$ cat config.mk
export PLATFORM = sky130hd
export DESIGN_NAME = inst_encoder
export DESIGN_NICKNAME = d
export VERILOG_FILES = /design/src/rtl/inst_encoder.sv
export SDC_FILE = /design/constraint.sdc
export NUM_CORES = 1
export LEC_CHECK = 0
export BUFFER_PORTS_ARGS = -buffer_cell sky130_fd_sc_hd__clkbuf_2
export CORE_MARGIN = 4
export CORE_UTILIZATION = 40
export CTS_CLUSTER_DIAMETER = 100
export DETAILED_ROUTE_END_ITERATION = 8
export PLACE_DENSITY = 0.76
export SLEW_MARGIN = 5
export SYNTH_ARGS = -nofsm -noshare
export SYNTH_HDL_FRONTEND = slang
export SYNTH_SLANG_ARGS = --single-unit
$ cat constraint.sdc
create_clock -name clk -period 3.3 [get_ports clk]
set_input_delay 0.33 -clock clk [delete_from_list [all_inputs] [get_ports clk]]
set_output_delay 0.33 -clock clk [all_outputs]
set_load 0.05 [all_outputs]
$ cat src/rtl/inst_encoder.sv
// inst_encoder: packs decoded RV32I fields into a 32-bit word for imem.
// One valid/ready stage; sequential word address; immediate range check.
//
// Ports:
//   clk, reset          clock, synchronous active-high reset
//   in_valid/in_ready   field-bundle handshake
//   fmt                 0=R 1=I 2=S 3=B 4=U 5=J, 6/7 illegal
//   opcode, rd, rs1,
//   rs2, funct3,
//   funct7, imm         decoded instruction fields
//   addr_load, addr_in  write-pointer load
//   out_valid/out_ready output handshake
//   out_inst, out_addr  encoded word and its imem word address
//   out_err             immediate not encodable or fmt illegal
//   err_cnt             saturating count of accepted bad bundles
module inst_encoder #(
  parameter int IMEM_AW    = 9,
  parameter int START_ADDR = 0
) (
  input  logic               clk,
  input  logic               reset,
  input  logic               in_valid,
  output logic               in_ready,
  input  logic [2:0]         fmt,
  input  logic [6:0]         opcode,
  input  logic [4:0]         rd,
  input  logic [4:0]         rs1,
  input  logic [4:0]         rs2,
  input  logic [2:0]         funct3,
  input  logic [6:0]         funct7,
  input  logic [31:0]        imm,
  input  logic               addr_load,
  input  logic [IMEM_AW-1:0] addr_in,
  output logic               out_valid,
  input  logic               out_ready,
  output logic [31:0]        out_inst,
  output logic [IMEM_AW-1:0] out_addr,
  output logic               out_err,
  output logic [7:0]         err_cnt
);

  localparam logic [2:0] F_R = 3'd0;
  localparam logic [2:0] F_I = 3'd1;
  localparam logic [2:0] F_S = 3'd2;
  localparam logic [2:0] F_B = 3'd3;
  localparam logic [2:0] F_U = 3'd4;
  localparam logic [2:0] F_J = 3'd5;

  localparam logic [6:0] OP_IMM = 7'b0010011;

  logic [IMEM_AW-1:0] ptr;
  logic [IMEM_AW-1:0] base;
  logic [31:0]        enc;
  logic               bad;
  logic               accept;
  logic               is_shift;
  logic               sx11;
  logic               sx12;
  logic               sx20;

  assign in_ready = !out_valid || out_ready;
  assign accept   = in_valid && in_ready;

  // A coinciding load redirects the accepted word itself.
  assign base = addr_load ? addr_in : ptr;

  // Shift-immediates carry funct7 above a 5-bit shamt.
  assign is_shift = (fmt == F_I) && (opcode == OP_IMM)
                 && (funct3 == 3'b001 || funct3 == 3'b101);

  // Upper bits must be copies of the format's sign bit.
  assign sx11 = (imm[31:11] == {21{imm[11]}});
  assign sx12 = (imm[31:12] == {20{imm[12]}});
  assign sx20 = (imm[31:20] == {12{imm[20]}});

  always_comb begin
    enc = '0;
    bad = 1'b0;
    unique case (1'b1)
      (fmt == F_R): begin
        enc = {funct7, rs2, rs1, funct3, rd, opcode};
      end
      is_shift: begin
        enc = {funct7, imm[4:0], rs1, funct3, rd, opcode};
        bad = (imm[31:5] != '0);
      end
      (fmt == F_I) && !is_shift: begin
        enc = {imm[11:0], rs1, funct3, rd, opcode};
        bad = !sx11;
      end
      (fmt == F_S): begin
        enc = {imm[11:5], rs2, rs1, funct3,
               imm[4:0], opcode};
        bad = !sx11;
      end
      (fmt == F_B): begin
        enc = {imm[12], imm[10:5], rs2, rs1, funct3,
               imm[4:1], imm[11], opcode};
        bad = !sx12 || imm[0];
      end
      (fmt == F_U): begin
        enc = {imm[31:12], rd, opcode};
        bad = (imm[11:0] != '0);
      end
      (fmt == F_J): begin
        enc = {imm[20], imm[10:1], imm[11],
               imm[19:12], rd, opcode};
        bad = !sx20 || imm[0];
      end
      default: begin
        enc = '0;
        bad = 1'b1;
      end
    endcase
  end

  always_ff @(posedge clk) begin
    if (reset) begin
      out_valid <= 1'b0;
      out_inst  <= '0;
      out_addr  <= '0;
      out_err   <= 1'b0;
      err_cnt   <= '0;
      ptr       <= IMEM_AW'(START_ADDR);
    end else if (accept) begin
      out_valid <= 1'b1;
      out_inst  <= enc;
      out_addr  <= base;
      out_err   <= bad;
      ptr       <= base + IMEM_AW'(1);
      if (bad && err_cnt != 8'hff)
        err_cnt <= err_cnt + 8'd1;
    end else begin
      if (out_ready)
        out_valid <= 1'b0;
      if (addr_load)
        ptr <= addr_in;
    end
  end

endmodule

==> flow_summary_export.csv, run 1 <==
group,metric,value,unit
die,rows,31,
power,p_per_area,473,nW/µm²
timing,worst_pin_slew,0.859,ns
worst_hold_path,hp-start,"in_valid",
drt,route.vias.total,3303,
timing,layout_min_cycle_time,2.29,ns
clock_network,clkSlewWorstSetupHoldPaths,0.07,ns
drt,drt-initial-drc-count,147,
worst_setup_path,rr_worst_depth,6,
synth,yosysSeqAreaShare,0.404,
die,io_pins,133,
drt,ant_nets,0,
timing,holdWs,0.226,ns
placed_design,placed_area,3700,µm²
synth,synth_ff_type,"dfxtp_1",
worst_hold_path,min_path_cells,3,
worst_setup_path,start_kind,"input pin",
synth,synth_seq_cells,60,
final_layout,drive_above_1_share,0.346,
timing,maxSlewViolCount,0,
synth,yosysWarnings,0,
synth,synthArstFlopShare,0,
global_routing,grt_antenna_before_repair,0,
timing,fmax,0.436,GHz
synth,syn-cell-area,2970,µm²
worst_setup_path,endpoint_kind,"register",
clock_network,cts-root-buf,"clkbuf_8",
power,ir_drop,0.249,mV
drt,route.met3.wl,830,µm
clock_network,htreeDepth,3,
power,p_sw_frac,0.349,
power,power,1.84,mW
worst_setup_path,path_class,"input pin to register",
worst_setup_path,critical_path_required,3.53,ns
worst_setup_path,reg2reg_slack,1.29,ns
power,clock_power_share,0.329,
placed_design,io_buffers,132,
timing,timing.setup.tns,0,ns
clock_network,clock_sink_count,60,
synth,synth-edff-count,0,
die,fp.dieW,94.2,µm
clock_network,hold_buffers,0,
final_layout,num-fill-cells,715,
final_layout,fin_area,3880,µm²
worst_setup_path,r2r_start,"out_valid$_SDFFE_PP0P_",
clock_network,cts_buffers,9,
timing,rsz0062_at_grt,"false",
run_status,outcome,"finished clean",
drt,drtPass1Iterations,5,
clock_network,clock_latency,0.35,ns
timing,final-setup-viol-count,0,
drt,vias_per_cell,5.59,
drt,avgRoutedWirePerCell,16.1,µm
worst_setup_path,timing.rr.end,"err_cnt[1]$_SDFFE_PP0P_",
final_layout,n_antenna_cell,0,
timing,hold_violations,0,
clock_network,ctsResizeCount,0,
power,cellLeakagePower,1.70,nW
drt,met2_length,4.62,mm
drt,drt_wl_total,9.54,mm
global_routing,grt_pass1_wl,15.0,mm
synth,avgSynthCellArea,8.26,µm²
final_layout,final_cell_mix,"132 x clkbuf_2, 66 x nor2_1, 60 x dfxtp_1",
placed_design,dp_hpwl,7.26,mm
clock_network,cts_tree,"yes",
drt,drc,0,
placed_design,globalplace.congestion,1.01,
power,p_seq_frac,0.432,
synth,synth_fp_nets,444,
synth,synth_cells,360,
timing,final.setup.worst_slack,1.01,ns
clock_network,clockBufferDepth,2,
final_layout,area_growth,30.6,%
drt,top_layer,"met4",
worst_hold_path,hp-class,"input pin to register",
global_routing,grt_util_all_layers,0.215,
timing,relSlewSlack,0.423,
synth,synth.distinct_cells,46,
timing,fin_skew,0.0104,ns
worst_setup_path,critPathArrivalTime,2.53,ns
timing,fin_crit_sh,0.695,
placed_design,post-place-ws,0.678,ns
final_layout,nets,571,
die,core_area,7250,µm²
drt,wl_met1,3.82,mm
die,fp.dieH,94.2,µm
power,pwr-share-comb,0.240,
global_routing,grt_pass1_vias,3184,
die,start_util,0.410,
global_routing,grt_max_degree,37,
worst_setup_path,crit_path_max_fanout,8,
power,p_int,1.20,mW
clock_network,cts_setup_buffers,0,
job,drv_cap,0,
final_layout,mostFrequentLayoutCell,"clkbuf_2",
worst_hold_path,hold_end,"out_valid$_SDFFE_PP0P_",
global_routing,grt.overflow.total,0,
power,p_switching,0.640,mW
die,dieArea,8880,µm²
[layer usage]
metal,up-vias,GRT usage
met4,0,0.0758
met1,1530,0.256
met2,149,0.359
met3,26,0.0705
met5,-,0
li1,1598,-
[critical path, cell delays in order]
cell and delay, ns:
clkbuf_2 0.13, nor4_1 0.51, nand3_1 0.19, nor4_1 0.28
nor4_1 0.11, nor3_2 0.39, buf_4 0.24, nor2_2 0.05
mux2_4 0.29
[cell families after synthesis]
group | synth area share
muxes | 0.0509
xor gates and xnor gates | 0.0206
buffers and inverters | 0.0404
and+or+nand+nor | 0.267
DFF | 0.404
AOI/OAI and AO/OA | 0.204
adders and majority gates | 0.0126
[power by group through the flow]
stage	combinational (mW)	sequential, mW	clock (mW)
4_1_cts	0.441	0.793	0.613
6_report	0.440	0.793	0.603
5_1_grt	0.476	0.797	0.644
2_1_floorplan	0.171	0.933	0
3_3_place_gp	0.433	0.807	0
3_5_place_dp	0.438	0.809	0
[area by class of cell]
class / count / area (µm²) / share of cell area
flip-flops and latches: 60 / 1200 / 0.309
clock inverters: 6 / 38.8 / 0.00999
clock buffers: 10 / 138 / 0.0355
repair buffers: 137 / 698 / 0.180
well taps: 99 / 124 / 0.0319
multi-input cells: 271 / 1650 / 0.426
inverters: 8 / 30.0 / 0.00774
[metrics by stage]
stage,util,instances
global route,0.535,591
global placement,0.511,575
CTS,0.535,591
finish,0.535,591
detailed placement,0.511,575
floorplan,-,360
[synthesized netlist by cell type, drive strengths merged, types with 9 or more instances]
cell	number	share of area
nand3	11	0.019
a221oi	12	0.035
a21oi	18	0.030
a22oi	16	0.040
nor2	69	0.090
a211oi	11	0.028
o21ai	9	0.015
nand2	23	0.029
clkbuf	17	0.021
nor4	13	0.032
dfxtp	60	0.40
nor3	21	0.037
[flip-flops by register name (all words and copies together), names as in the netlist]
register,count
out_addr,9
ptr,9
out_err,1
out_valid,1
err_cnt,8
out_inst,32
[how the worst max path moves through the flow]
stage	start	endpoint	slack (ns)
after floorplan	out_valid$_SDFFE_PP0P_	err_cnt[7]$_SDFFE_PP0P_	1.02
after global placement	imm[14]	err_cnt[0]$_SDFFE_PP0P_	0.65
after detailed placement	fmt[1]	err_cnt[7]$_SDFFE_PP0P_	0.68
after CTS	imm[14]	err_cnt[0]$_SDFFE_PP0P_	1.03
after global routing	fmt[1]	err_cnt[7]$_SDFFE_PP0P_	0.81
final	imm[14]	err_cnt[0]$_SDFFE_PP0P_	1.01
(Power assumes the default switching activity.)
==> inputs of run 2 (changes only) <==
- PLACE_DENSITY: 0.76 -> 0.78
- clock period: 3.3 -> 2 ns (I/O delays scaled with it)
==> run 2 against run 1 <==
  * Clock skew grew 0.0014 ns
  * Global-route usage grew 0.37 points
  * Core utilization grew 4.9 points
  * Register-to-register slack lost 1.1 ns
  * Non-clock buffer count grew 36
  * Highest routed layer unchanged
  * Combinational power grew 78%
==> flow_summary_export.csv, run 2 (synthesized netlist as in run 1, its figures left out) <==
group,metric,value,unit
drt,drt_wl_total,9.53,mm
die,start_util,0.410,
clock_network,clockBufferDepth,2,
power,clock_power_share,0.358,
die,fp.dieW,94.2,µm
drt,drc,0,
final_layout,fin_area,4240,µm²
drt,avgRoutedWirePerCell,15.2,µm
placed_design,globalplace.congestion,0.897,
timing,final-setup-viol-count,0,
clock_network,htreeDepth,3,
worst_hold_path,hp-class,"input pin to register",
drt,vias_per_cell,5.37,
clock_network,cts_tree,"yes",
global_routing,grt_pass1_wl,15.3,mm
final_layout,area_growth,42.6,%
final_layout,final_cell_mix,"132 x clkbuf_2, 66 x nor2_1, 60 x dfxtp_1",
timing,fin_crit_sh,0.941,
timing,fin_skew,0.0117,ns
timing,rsz0062_at_grt,"false",
final_layout,reg_top3,"out_inst: 32 flops, out_addr: 9 flops, ptr: 9 flops",
worst_setup_path,endpoint_kind,"register",
power,cellLeakagePower,1.91,nW
clock_network,cts_buffers,9,
timing,hold_violations,0,
clock_network,cts_setup_buffers,0,
timing,layout_min_cycle_time,1.88,ns
clock_network,clock_latency,0.35,ns
power,ir_drop,0.320,mV
placed_design,post-place-ws,-0.329,ns
timing,relSlewSlack,0.411,
job,drv_cap,0,
drt,drt-initial-drc-count,127,
global_routing,grt_pass1_vias,3295,
die,fp.dieH,94.2,µm
run_status,outcome,"finished clean",
final_layout,drive_above_1_share,0.400,
placed_design,io_buffers,132,
power,p_seq_frac,0.401,
timing,maxSlewViolCount,0,
global_routing,grt_util_all_layers,0.218,
global_routing,grt_antenna_before_repair,0,
worst_setup_path,critPathArrivalTime,2.14,ns
timing,fmax,0.531,GHz
global_routing,grt.overflow.total,0,
drt,drtPass1Iterations,6,
timing,final.setup.worst_slack,0.118,ns
power,p_int,2.19,mW
power,p_switching,1.07,mW
die,io_pins,133,
power,pwr-share-comb,0.241,
drt,ant_nets,0,
die,dieArea,8880,µm²
timing,worst_pin_slew,0.876,ns
final_layout,mostFrequentLayoutCell,"clkbuf_2",
clock_network,cts-root-buf,"clkbuf_8",
power,p_per_area,769,nW/µm²
worst_setup_path,crit_path_max_fanout,11,
worst_setup_path,start_kind,"input pin",
worst_setup_path,path_class,"input pin to register",
placed_design,placed_area,4010,µm²
clock_network,hold_buffers,0,
clock_network,clkSlewWorstSetupHoldPaths,0.07,ns
final_layout,n_antenna_cell,0,
power,p_sw_frac,0.329,
drt,route.vias.total,3370,
worst_setup_path,critical_path_required,2.26,ns
final_layout,nets,607,
die,rows,31,
clock_network,clock_sink_count,60,
final_layout,regMostFlops,"out_inst",
global_routing,grt_max_degree,41,
placed_design,dp_hpwl,7.39,mm
clock_network,ctsResizeCount,0,
die,core_area,7250,µm²
final_layout,final_util,0.584,
final_layout,largest_reg_flops,32,
-- run 2: final timing paths --
check	from	to	slack, ns	depth (start not counted)
hold / removal	in_valid	out_valid$_SDFFE_PP0P_	0.10	3
hold reg to reg	out_addr[2]$_SDFFE_PP0P_	out_addr[2]$_SDFFE_PP0P_	0.48	2
setup / recovery	opcode[5]	err_cnt[5]$_SDFFE_PP0P_	0.12	10
setup reg to reg	err_cnt[0]$_SDFFE_PP0P_	err_cnt[7]$_SDFFE_PP0P_	0.19	7
-- run 2: cell type report --
| type | instances | area (µm²) |
|---|---|---|
| Multi-Input combinational cell | 271 | 1680 |
| Fill cell | 703 | 3020 |
| Timing Repair Buffer | 173 | 993 |
| Sequential cell | 60 | 1200 |
| Tap cell | 99 | 124 |
| Inverter | 8 | 30.0 |
| Clock inverter | 5 | 58.8 |
| Clock buffer | 11 | 151 |
-- run 2: stage by stage --
step           power [mW]  hold slack, ns  setup TNS, ns  std cells
3_5_place_dp         2.12           0.453          -1.79        611
6_report             3.26           0.104              0        627
2_1_floorplan        1.82           0.329       -0.00466        360
3_3_place_gp         2.10           0.439         -0.883        611
5_1_grt              3.39          0.0922              0        627
4_1_cts              3.27          0.0879              0        627
-- run 2: critical path, cell delays in order --
cell and delay, ns:
clkbuf_2 0.10, nor4b_2 0.29, buf_4 0.16, nand4_1 0.12, o211ai_1 0.24, nor3_2 0.07, buf_4 0.18, buf_4 0.14
or4_1 0.49, a21oi_1 0.15
-- run 2: routing by layer --
layer,track usage,share of wire
met3,0.0577,0.090
met5,0,0
met2,0.379,0.49
met4,0.0794,0.016
met1,0.256,0.40
-- run 2: power groups by stage --
stage	clock network (mW)	registers [mW]	logic, mW
after floorplan	0	1.54	0.283
after global placement	0	1.33	0.768
final	1.17	1.31	0.784
after detailed placement	0	1.34	0.780
after global routing	1.23	1.32	0.849
after CTS	1.18	1.31	0.784
